==> config.mk <==
export PLATFORM = sky130hd
export DESIGN_NAME = current_decay_bank
export DESIGN_NICKNAME = d
export VERILOG_FILES = /design/src/rtl/decay_pkg.sv /design/src/rtl/fixed_mult_sat.sv /design/src/rtl/current_decay_bank.sv
export SDC_FILE = /design/constraint.sdc
export NUM_CORES = 1
export LEC_CHECK = 0
export BUFFER_PORTS_ARGS = -buffer_cell sky130_fd_sc_hd__buf_2
export CAP_MARGIN = 30
export CORE_MARGIN = 2
export CORE_UTILIZATION = 30
export DETAILED_ROUTE_END_ITERATION = 10
export GPL_TIMING_DRIVEN = 1
export HOLD_SLACK_MARGIN = 0.05
export PLACE_DENSITY = 0.52
export SLEW_MARGIN = 20
export SYNTH_ARGS = -nofsm -noshare
export SYNTH_HDL_FRONTEND = slang
export SYNTH_SLANG_ARGS = --single-unit
==> constraint.sdc <==
create_clock -name clk -period 27.1 [get_ports clk]
set_input_delay 5.42 -clock clk [delete_from_list [all_inputs] [get_ports clk]]
set_output_delay 5.42 -clock clk [all_outputs]
set_load 0.01 [all_outputs]
==> src/rtl/decay_pkg.sv <==
// Shared definitions for the synaptic current decay bank: sweep state
// encoding and Q-format / saturation bound helpers.
package decay_pkg;

   typedef enum logic [1:0] {
      IDLE  = 2'd0,
      SWEEP = 2'd1,
      DONE  = 2'd2
   } state_t;

   // Largest positive value of a signed width-bit number: 2^(width-1)-1.
   function automatic longint max_pos(input int width);
      return (64'sd1 <<< (width - 1)) - 64'sd1;
   endfunction

   // Most negative value of a signed width-bit number: -2^(width-1).
   function automatic longint min_neg(input int width);
      return -(64'sd1 <<< (width - 1));
   endfunction

   // Q-format unity: 1.0 = 2^frac.
   function automatic longint q_one(input int frac);
      return 64'sd1 <<< frac;
   endfunction

endpackage

==> src/rtl/fixed_mult_sat.sv <==
// Combinational signed fixed-point multiply: full-width product, arithmetic
// shift right by FRAC (floor toward minus infinity), saturate to WIDTH bits.
module fixed_mult_sat
   import decay_pkg::*;
#(
   parameter int WIDTH = 17,
   parameter int FRAC  = 8
) (
   input  logic signed [WIDTH-1:0] a,
   input  logic signed [WIDTH-1:0] b,
   output logic signed [WIDTH-1:0] y
);

   localparam int PW = 2 * WIDTH;
   localparam logic signed [PW-1:0] P_MAX = PW'(max_pos(WIDTH));
   localparam logic signed [PW-1:0] P_MIN = PW'(min_neg(WIDTH));

   logic signed [PW-1:0] a_x;
   logic signed [PW-1:0] b_x;
   logic signed [PW-1:0] prod;
   logic signed [PW-1:0] shifted;

   assign a_x     = {{WIDTH{a[WIDTH-1]}}, a};
   assign b_x     = {{WIDTH{b[WIDTH-1]}}, b};
   assign prod    = a_x * b_x;
   assign shifted = prod >>> FRAC;

   // Clamp the rescaled product into the representable range.
   always_comb begin
      if (shifted > P_MAX) begin
         y = P_MAX[WIDTH-1:0];
      end else if (shifted < P_MIN) begin
         y = P_MIN[WIDTH-1:0];
      end else begin
         y = shifted[WIDTH-1:0];
      end
   end

endmodule

==> src/rtl/current_decay_bank.sv <==
// Bank of N_CH saturating synaptic-current registers. Injects accumulate at
// any time; a step strobe runs one sweep that scales every channel by the
// latched decay factor, one channel per cycle through a shared multiplier.
//
//   state | meaning
//   IDLE  | waiting for step; injects only
//   SWEEP | channel ch_idx is being decayed this cycle
//   DONE  | sweep finished; done is high for this one cycle
module current_decay_bank
   import decay_pkg::*;
#(
   parameter int WIDTH = 17,
   parameter int FRAC  = 8,
   parameter int N_CH  = 4,
   parameter int CH_W  = $clog2(N_CH)
) (
   input  logic                    clk,
   input  logic                    rst,
   input  logic                    step,
   input  logic [WIDTH-1:0]        decay,
   input  logic                    inj_valid,
   input  logic [CH_W-1:0]         inj_ch,
   input  logic [WIDTH-1:0]        inj_val,
   output logic [N_CH*WIDTH-1:0]   curr_out,
   output logic                    busy,
   output logic                    done
);

   localparam logic signed [WIDTH-1:0] MAX_W   = WIDTH'(max_pos(WIDTH));
   localparam logic signed [WIDTH-1:0] MIN_W   = WIDTH'(min_neg(WIDTH));
   localparam logic [CH_W-1:0]         LAST_CH = CH_W'(N_CH - 1);

   state_t                    state;
   state_t                    state_nx;
   logic                      busy_d;
   logic                      done_d;
   logic [CH_W-1:0]           ch_idx;
   logic signed [WIDTH-1:0]   decay_q;
   logic signed [WIDTH-1:0]   curr    [N_CH];
   logic signed [WIDTH-1:0]   curr_nx [N_CH];
   logic signed [WIDTH-1:0]   mult_a;
   logic signed [WIDTH-1:0]   mult_y;

   function automatic logic signed [WIDTH-1:0] sat_add(
      input logic signed [WIDTH-1:0] x,
      input logic signed [WIDTH-1:0] v
   );
      logic signed [WIDTH:0] s;
      s = {x[WIDTH-1], x} + {v[WIDTH-1], v};
      if (s[WIDTH] != s[WIDTH-1]) begin
         return s[WIDTH] ? MIN_W : MAX_W;
      end
      return s[WIDTH-1:0];
   endfunction

   // State, busy and done registers.
   always_ff @(posedge clk) begin
      if (rst) begin
         state <= IDLE;
         busy  <= 1'b0;
         done  <= 1'b0;
      end else begin
         state <= state_nx;
         busy  <= busy_d;
         done  <= done_d;
      end
   end

   // Sweep sequencing; a step outside IDLE is simply dropped.
   always_comb begin
      state_nx = state;
      case (state)
         IDLE:    if (step) state_nx = SWEEP;
         SWEEP:   if (ch_idx == LAST_CH) state_nx = DONE;
         DONE:    state_nx = IDLE;
         default: state_nx = IDLE;
      endcase
   end

   // Flags are decoded from the next state so they come straight off flops.
   always_comb begin
      busy_d = (state_nx == SWEEP);
      done_d = (state_nx == DONE);
   end

   // Select the channel currently being swept for the shared multiplier.
   always_comb begin
      mult_a = curr[0];
      for (int k = 1; k < N_CH; k++) begin
         if (ch_idx == CH_W'(k)) mult_a = curr[k];
      end
   end

   fixed_mult_sat #(
      .WIDTH (WIDTH),
      .FRAC  (FRAC)
   ) u_mult (
      .a (mult_a),
      .b (decay_q),
      .y (mult_y)
   );

   // Per-channel update: the decayed value, if any, is the base an inject adds to.
   always_comb begin
      for (int k = 0; k < N_CH; k++) begin
         curr_nx[k] = curr[k];
         if (state == SWEEP && ch_idx == CH_W'(k)) curr_nx[k] = mult_y;
         if (inj_valid && inj_ch == CH_W'(k)) curr_nx[k] = sat_add(curr_nx[k], inj_val);
      end
   end

   // Channel registers, decay latch and sweep index.
   always_ff @(posedge clk) begin
      if (rst) begin
         for (int k = 0; k < N_CH; k++) curr[k] <= '0;
         decay_q <= '0;
         ch_idx  <= '0;
      end else begin
         for (int k = 0; k < N_CH; k++) curr[k] <= curr_nx[k];
         if (state == IDLE && step) begin
            decay_q <= decay;
            ch_idx  <= '0;
         end else if (state == SWEEP && ch_idx != LAST_CH) begin
            ch_idx <= ch_idx + CH_W'(1);
         end
      end
   end

   for (genvar g = 0; g < N_CH; g++) begin : g_out
      assign curr_out[g*WIDTH +: WIDTH] = curr[g];
   end

endmodule

==> results of run 1 <==
cell type report:
cell class	instances	area [sq um]	share of cell area [%]
well taps	846	1059	5.059
inverters	324	1216	5.812
clock buffers	9	225.2	1.076
flip-flops and latches	91	1822	8.706
clock inverters	7	86.33	0.4126
multi-input cells	1816	15750	75.25
repair buffers	139	770.7	3.683
kinds of logic after synthesis:
family | Yosys count | share of synthesized area [%]
compound gates | 524 | 17.63
xor+xnor | 90 | 4.132
fa+ha+maj | 452 | 41.41
buf+inv | 426 | 8.454
flops | 91 | 9.549
mux | 6 | 0.3279
simple gates | 744 | 18.50
cells in the mapped netlist, types with 52 or more instances:
cell / number
inv_1: 324
and2_1: 149
fa_1: 299
a211oi_1: 52
dfxtp_1: 91
nand2_1: 314
xnor2_1: 59
nor2_1: 143
clkbuf_1: 88
o21ai_0: 109
a21oi_1: 163
ha_1: 153
flip-flops by register name, summed over array words and instances (netlist names):
| signal | cells |
|---|---|
| state | 2 |
| busy | 1 |
| decay_q | 17 |
| ch_idx | 2 |
| done | 1 |
| curr | 68 |
metrics by stage:
stage | hold WS, ns | total power [uW] | setup WS, ns | std cells
final | 0.5053 | 1244 | 14.31 | 3232
after global routing | 0.5419 | 1353 | 13.48 | 3232
after CTS | 0.5179 | 1246 | 14.31 | 3232
after detailed placement | 0.5050 | 1088 | 14.34 | 3216
after global placement | 0.4968 | 1086 | 14.19 | 3216
after floorplan | 0.4496 | 778.6 | 15.36 | 2333
how the worst max path moves through the flow:
| stage | from | cells past startpoint | endpoint |
|---|---|---|---|
| after global routing | ch_idx[1] | 42 | curr[3][6] |
| after detailed placement | ch_idx[1] | 43 | curr[3][3] |
| final | ch_idx[1] | 42 | curr[3][3] |
| after floorplan | ch_idx[0] | 39 | curr[3][10] |
| after global placement | ch_idx[0] | 38 | curr[3][5] |
| after CTS | ch_idx[1] | 43 | curr[3][2] |
per-layer routing:
metal | vias up | part of all wire [%] | track usage, %
met2 | 473 | 49 | 33.31
met3 | 53 | 4.7 | 2.214
met5 | - | 0 | 0
li1 | 7769 | - | -
met1 | 8462 | 45 | 26.20
met4 | 0 | 1.4 | 3.622
worst register-to-register path: cells and delay by family (launching register included):
family | cells | cell delay (ns)
AO/OA/AOI/OAI | 18 | 5.24
adder cells (fa/ha/maj) | 10 | 4.27
AND/OR/NAND/NOR | 5 | 1.59
buffers and inverters | 8 | 1.14
flip-flops | 1 | 0.35
XOR/XNOR | 1 | 0.12
power by group:
group	internal, uW	leakage (uW)	switching (uW)
clock network	67.0	0.000153	80.2
logic	309	0.00906	607
registers	150	0.000749	31.4
==> impl_metrics.toml, run 1 <==
[status]
status = "complete, no violations"

[final_layout]
final_cell_mix = "inv_1, nand2_1, fa_1"
fin_area_sq_um = 20930
n_antenna_cell = 0
drive_above_1_share_pct = 8.340
mostFrequentLayoutCell = "inv_1"
n_fill_cell = 6701
area_growth_syn_to_layout_pct = 9.680
nNetsFinal = 2873
postLayoutCoreUtil_pct = 33.23

[place]
place_area_sq_um = 20610
io_buffers = 109
gp_congestion = 0.9626
dp.final_hpwl_mm = 51.57

[cts]
post-cts-setup-buffers = 0
cts-htree-levels = 3
cts_tree = "done"
clk_latency_ns = 0.40
cts.sinks = 91
path_clk_slew_ns = 0.09
ctsResizeCount = 0
cts_hold_buf = 0
numCtsBuffers = 9
clockBufferDepth = 2
clockRootBuffer = "clkbuf_16"

[die]
die_w_microns = 256.2
rows = 92
die_h_microns = 256.2
start_util_pct = 30.30
core_area_sq_um = 62970
dieArea_sq_um = 65630
num_io_pins = 110

[sta]
slew_viol_final = 0
max_freq_mhz = 78.16
fin_skew_ns = 0.02174
finalSetupViolCount = 0
tightest_slew_ns = 0.9622
slew_headroom_pct = 35.72
finalHoldViolations = 0
finalCriticalPeriod_ns = 12.79
rsz0062_at_grt = "false"
finalCritPeriodShare_pct = 47.21
fin_setup_tns_ns = 0

[setup_path]
path_buf_inv = 8
path_delay_family = "compound AO/OA/AOI/OAI gates"
r2r-start = "ch_idx[1]"
crit_path_top_delay_cell = "or4b_2"
crit_required_ns = 27.42
path_class = "reg -> reg"
crit_arrival_ns = 13.11
r2r-end = "curr[3][3]"
critPathLaunchType = "flop"
path_common_cell = "fa_1"
worst-path-max-fanout = 32
cpPeakStageDelay_ns = 0.67
end_kind = "flop"
r2r.worst_path.cells = 42
rrSetupSlack_ns = 14.31

[routing]
ant_nets = 0
drc = 0
drt_pass1_iterations = 5
drt_iter0_drc = 1111
wirelength_mm = 62.43
avgRoutedWirePerCell_microns = 19.32
viasPerCell = 5.185
via_count = 16757

[grt]
grt_pass1_wl_mm = 100.3
grt_max_degree = 47
antenna_found_initial = 1
grt-ovfl-total = 0
grt.total_usage_pct = 19.33
grt_pass1_vias = 17556

[yosys]
ys_warn_count = 0
synthDistinctLibCells = 65
yosysSeqAreaShare_pct = 9.549
ys_ff_latch = 91
synth-async-reset-ratio_pct = 0
netlist_instances = 2333
synth_fp_nets = 2825
synth_edf_count = 0
synth.area.top_cells = "fa_1, ha_1, dfxtp_1"
synth_top_area_share_pct = 31.37
synth_area_sq_um = 19080
synth_largest_area_cell = "fa_1"
ys.flop_type = "dfxtp_1"
syn_area_per_cell_sq_um = 8.178

[pwr]
p_per_area_nw_per_um2 = 59.44
leakagePower_uw = 0.009963
ir_worst_vdd_mv = 0.04549

[job]
max_cap_violations = 0

[hold_path]
min_to = "decay_q[16]"
hp-start = "decay_q[16]"
min_path_type = "reg -> reg"
hold_depth = 2
(Power assumes the default switching activity.)
==> run 2, diff against run 1 <==
==> constraint.sdc (replaced) <==
create_clock -name clk -period 12.25 [get_ports clk]
set_input_delay 2.45 -clock clk [delete_from_list [all_inputs] [get_ports clk]]
set_output_delay 2.45 -clock clk [all_outputs]
set_load 0.01 [all_outputs]
==> run 2 against run 1 <==
- flip-flop and latch count is the same
- clock power is 110% higher
- sequential share of layout area is 0.17 points lower
- die area unchanged
- clock-buffer cell count stayed put
- cell area up 2.0%
- total power is 130% higher
- utilization increased by 0.65 points
- setup slack got worse by 14 ns
- fmax grew 9.0%
- first-iteration DRC count shrank 5.4%
- sequential power increased by 120%
- critical endpoint is now curr[2][0]
- largest cell class unchanged
==> impl_metrics.toml, run 2 (synthesized netlist as in run 1, its figures left out) <==
[status]
status = "complete, no violations"

[routing]
avgRoutedWirePerCell_microns = 19.38
via_count = 16744
wirelength_mm = 63.36
drc = 0
ant_nets = 0
drt_iter0_drc = 1051
drt_pass1_iterations = 6
viasPerCell = 5.122

[hold_path]
min_path_type = "reg -> reg"

[final_layout]
area_growth_syn_to_layout_pct = 11.84
final_cell_mix = "inv_1, nand2_1, fa_1"
nNetsFinal = 2910
mostFrequentLayoutCell = "inv_1"
largest_reg_flops = 68
top_regs = "curr x68, decay_q x17"
drive_above_1_share_pct = 10.69
n_antenna_cell = 0
regMostFlops = "curr"
postLayoutCoreUtil_pct = 33.89

[setup_path]
cpPeakStageDelay_ns = 0.56
crit_path_top_delay_cell = "fa_1"
critPathLaunchType = "flop"
r2r-start = "ch_idx[0]"
r2r-end = "curr[2][0]"
rrSetupSlack_ns = 0.51
path_class = "reg -> reg"
worst-path-max-fanout = 15
end_kind = "flop"
crit_required_ns = 12.47
r2r.worst_path.cells = 41
critPathCapture = "curr[2][0]"
cp-startpoint = "ch_idx[0]"
crit_arrival_ns = 11.96

[die]
start_util_pct = 30.30
die_h_microns = 256.2
dieArea_sq_um = 65630
core_area_sq_um = 62970
num_io_pins = 110
rows = 92
die_w_microns = 256.2

[sta]
finalHoldViolations = 0
fin_setup_tns_ns = 0
slew_headroom_pct = 39.93
rsz0062_at_grt = "false"
finalCriticalPeriod_ns = 11.74
finalSetupViolCount = 0
fin_skew_ns = 0.01598
max_freq_mhz = 85.15
tightest_slew_ns = 0.9010
slew_viol_final = 0
finalCritPeriodShare_pct = 95.87

[cts]
clk_latency_ns = 0.39
cts-htree-levels = 3
cts.sinks = 91
clockRootBuffer = "clkbuf_16"
path_clk_slew_ns = 0.08
clockBufferDepth = 2
numCtsBuffers = 9
cts_tree = "done"

[pwr]
ir_worst_vdd_mv = 0.09008
leakagePower_uw = 0.01016
power_uw = 2868
p_per_area_nw_per_um2 = 134.4

[grt]
grt_pass1_vias = 17909
grt_max_degree = 46
grt.total_usage_pct = 19.78
grt-ovfl-total = 0
grt_pass1_wl_mm = 102.4
antenna_found_initial = 2

[place]
io_buffers = 109
gp_congestion = 0.9221
dp.final_hpwl_mm = 53.43

[job]
max_cap_violations = 0
run 2: cell count changes in the layout (fill, tap and decap cells not counted), moves of 3 or more:
cell	before	now
o21ai_1	8	12
o21ai_0	109	105
a211oi_1	52	49
a21oi_1	163	155
a21oi_2	5	13
buf_4	30	62
inv_6	0	3
buf_6	0	3
a211oi_2	0	3
run 2: worst min path at each step:
stage                 from           to  slack [ns]  cells after the start
2_1_floorplan  decay_q[16]  decay_q[16]        0.45                      2
3_3_place_gp   decay_q[16]  decay_q[16]        0.50                      2
3_5_place_dp   decay_q[16]  decay_q[16]        0.50                      2
4_1_cts        decay_q[16]  decay_q[16]        0.51                      2
5_1_grt        decay_q[16]  decay_q[16]        0.55                      2
6_report       decay_q[16]  decay_q[16]        0.51                      2
run 2: layer usage:
layer / up-vias / track usage [%] / part of all wire (%)
met3: 81 / 2.639 / 5.6
met4: 0 / 5.344 / 2.4
met1: 8272 / 27.42 / 46
met5: - / 0 / 0
met2: 552 / 32.32 / 46
li1: 7839 / - / -
run 2: where the power goes:
group | internal [uW] | switching, uW | total [uW]
Clock | 144 | 165 | 309
Sequential | 331 | 67.8 | 399
Combinational | 782 | 1380 | 2160
run 2: cell type report:
type | instances | area [sq um]
clock inverters | 7 | 62.56
fillers | 6695 | 41630
inverters | 324 | 1216
clock buffers | 9 | 225.2
multi-input cells | 1816 | 15870
well taps | 846 | 1059
repair buffers | 176 | 1085
flip-flops and latches | 91 | 1822
run 2: worst max-delay path: cells and delay by family (launching register included):
family / cells / cell delay [ns]
XOR/XNOR: 1 / 0.13
AO/OA/AOI/OAI: 15 / 4.13
buffers and inverters: 11 / 1.40
flip-flops: 1 / 0.44
adder cells (fa/ha/maj): 9 / 4.05
AND/OR/NAND/NOR: 5 / 1.40
run 2: timing repair:
item	in CTS	in global routing
hold buffers	0	0
endpoints found under the setup margin	34	64
setup buffers	0	0
gates resized for setup	4	35
gates cloned	0	0
run 2: per-stage QoR:
| step | instance area [sq um] | cells | hold slack, ns | setup WS [ns] |
|---|---|---|---|---|
| finish | 21340 | 3269 | 0.5084 | 0.5065 |
| global route | 21340 | 3269 | 0.5532 | 0.006669 |
| CTS | 21190 | 3269 | 0.5118 | 0.0008997 |
| detailed placement | 20890 | 3253 | 0.5006 | -0.02436 |
| global placement | 20890 | 3253 | 0.4961 | 0.04907 |
| floorplan | 19080 | 2333 | 0.4496 | 0.5126 |
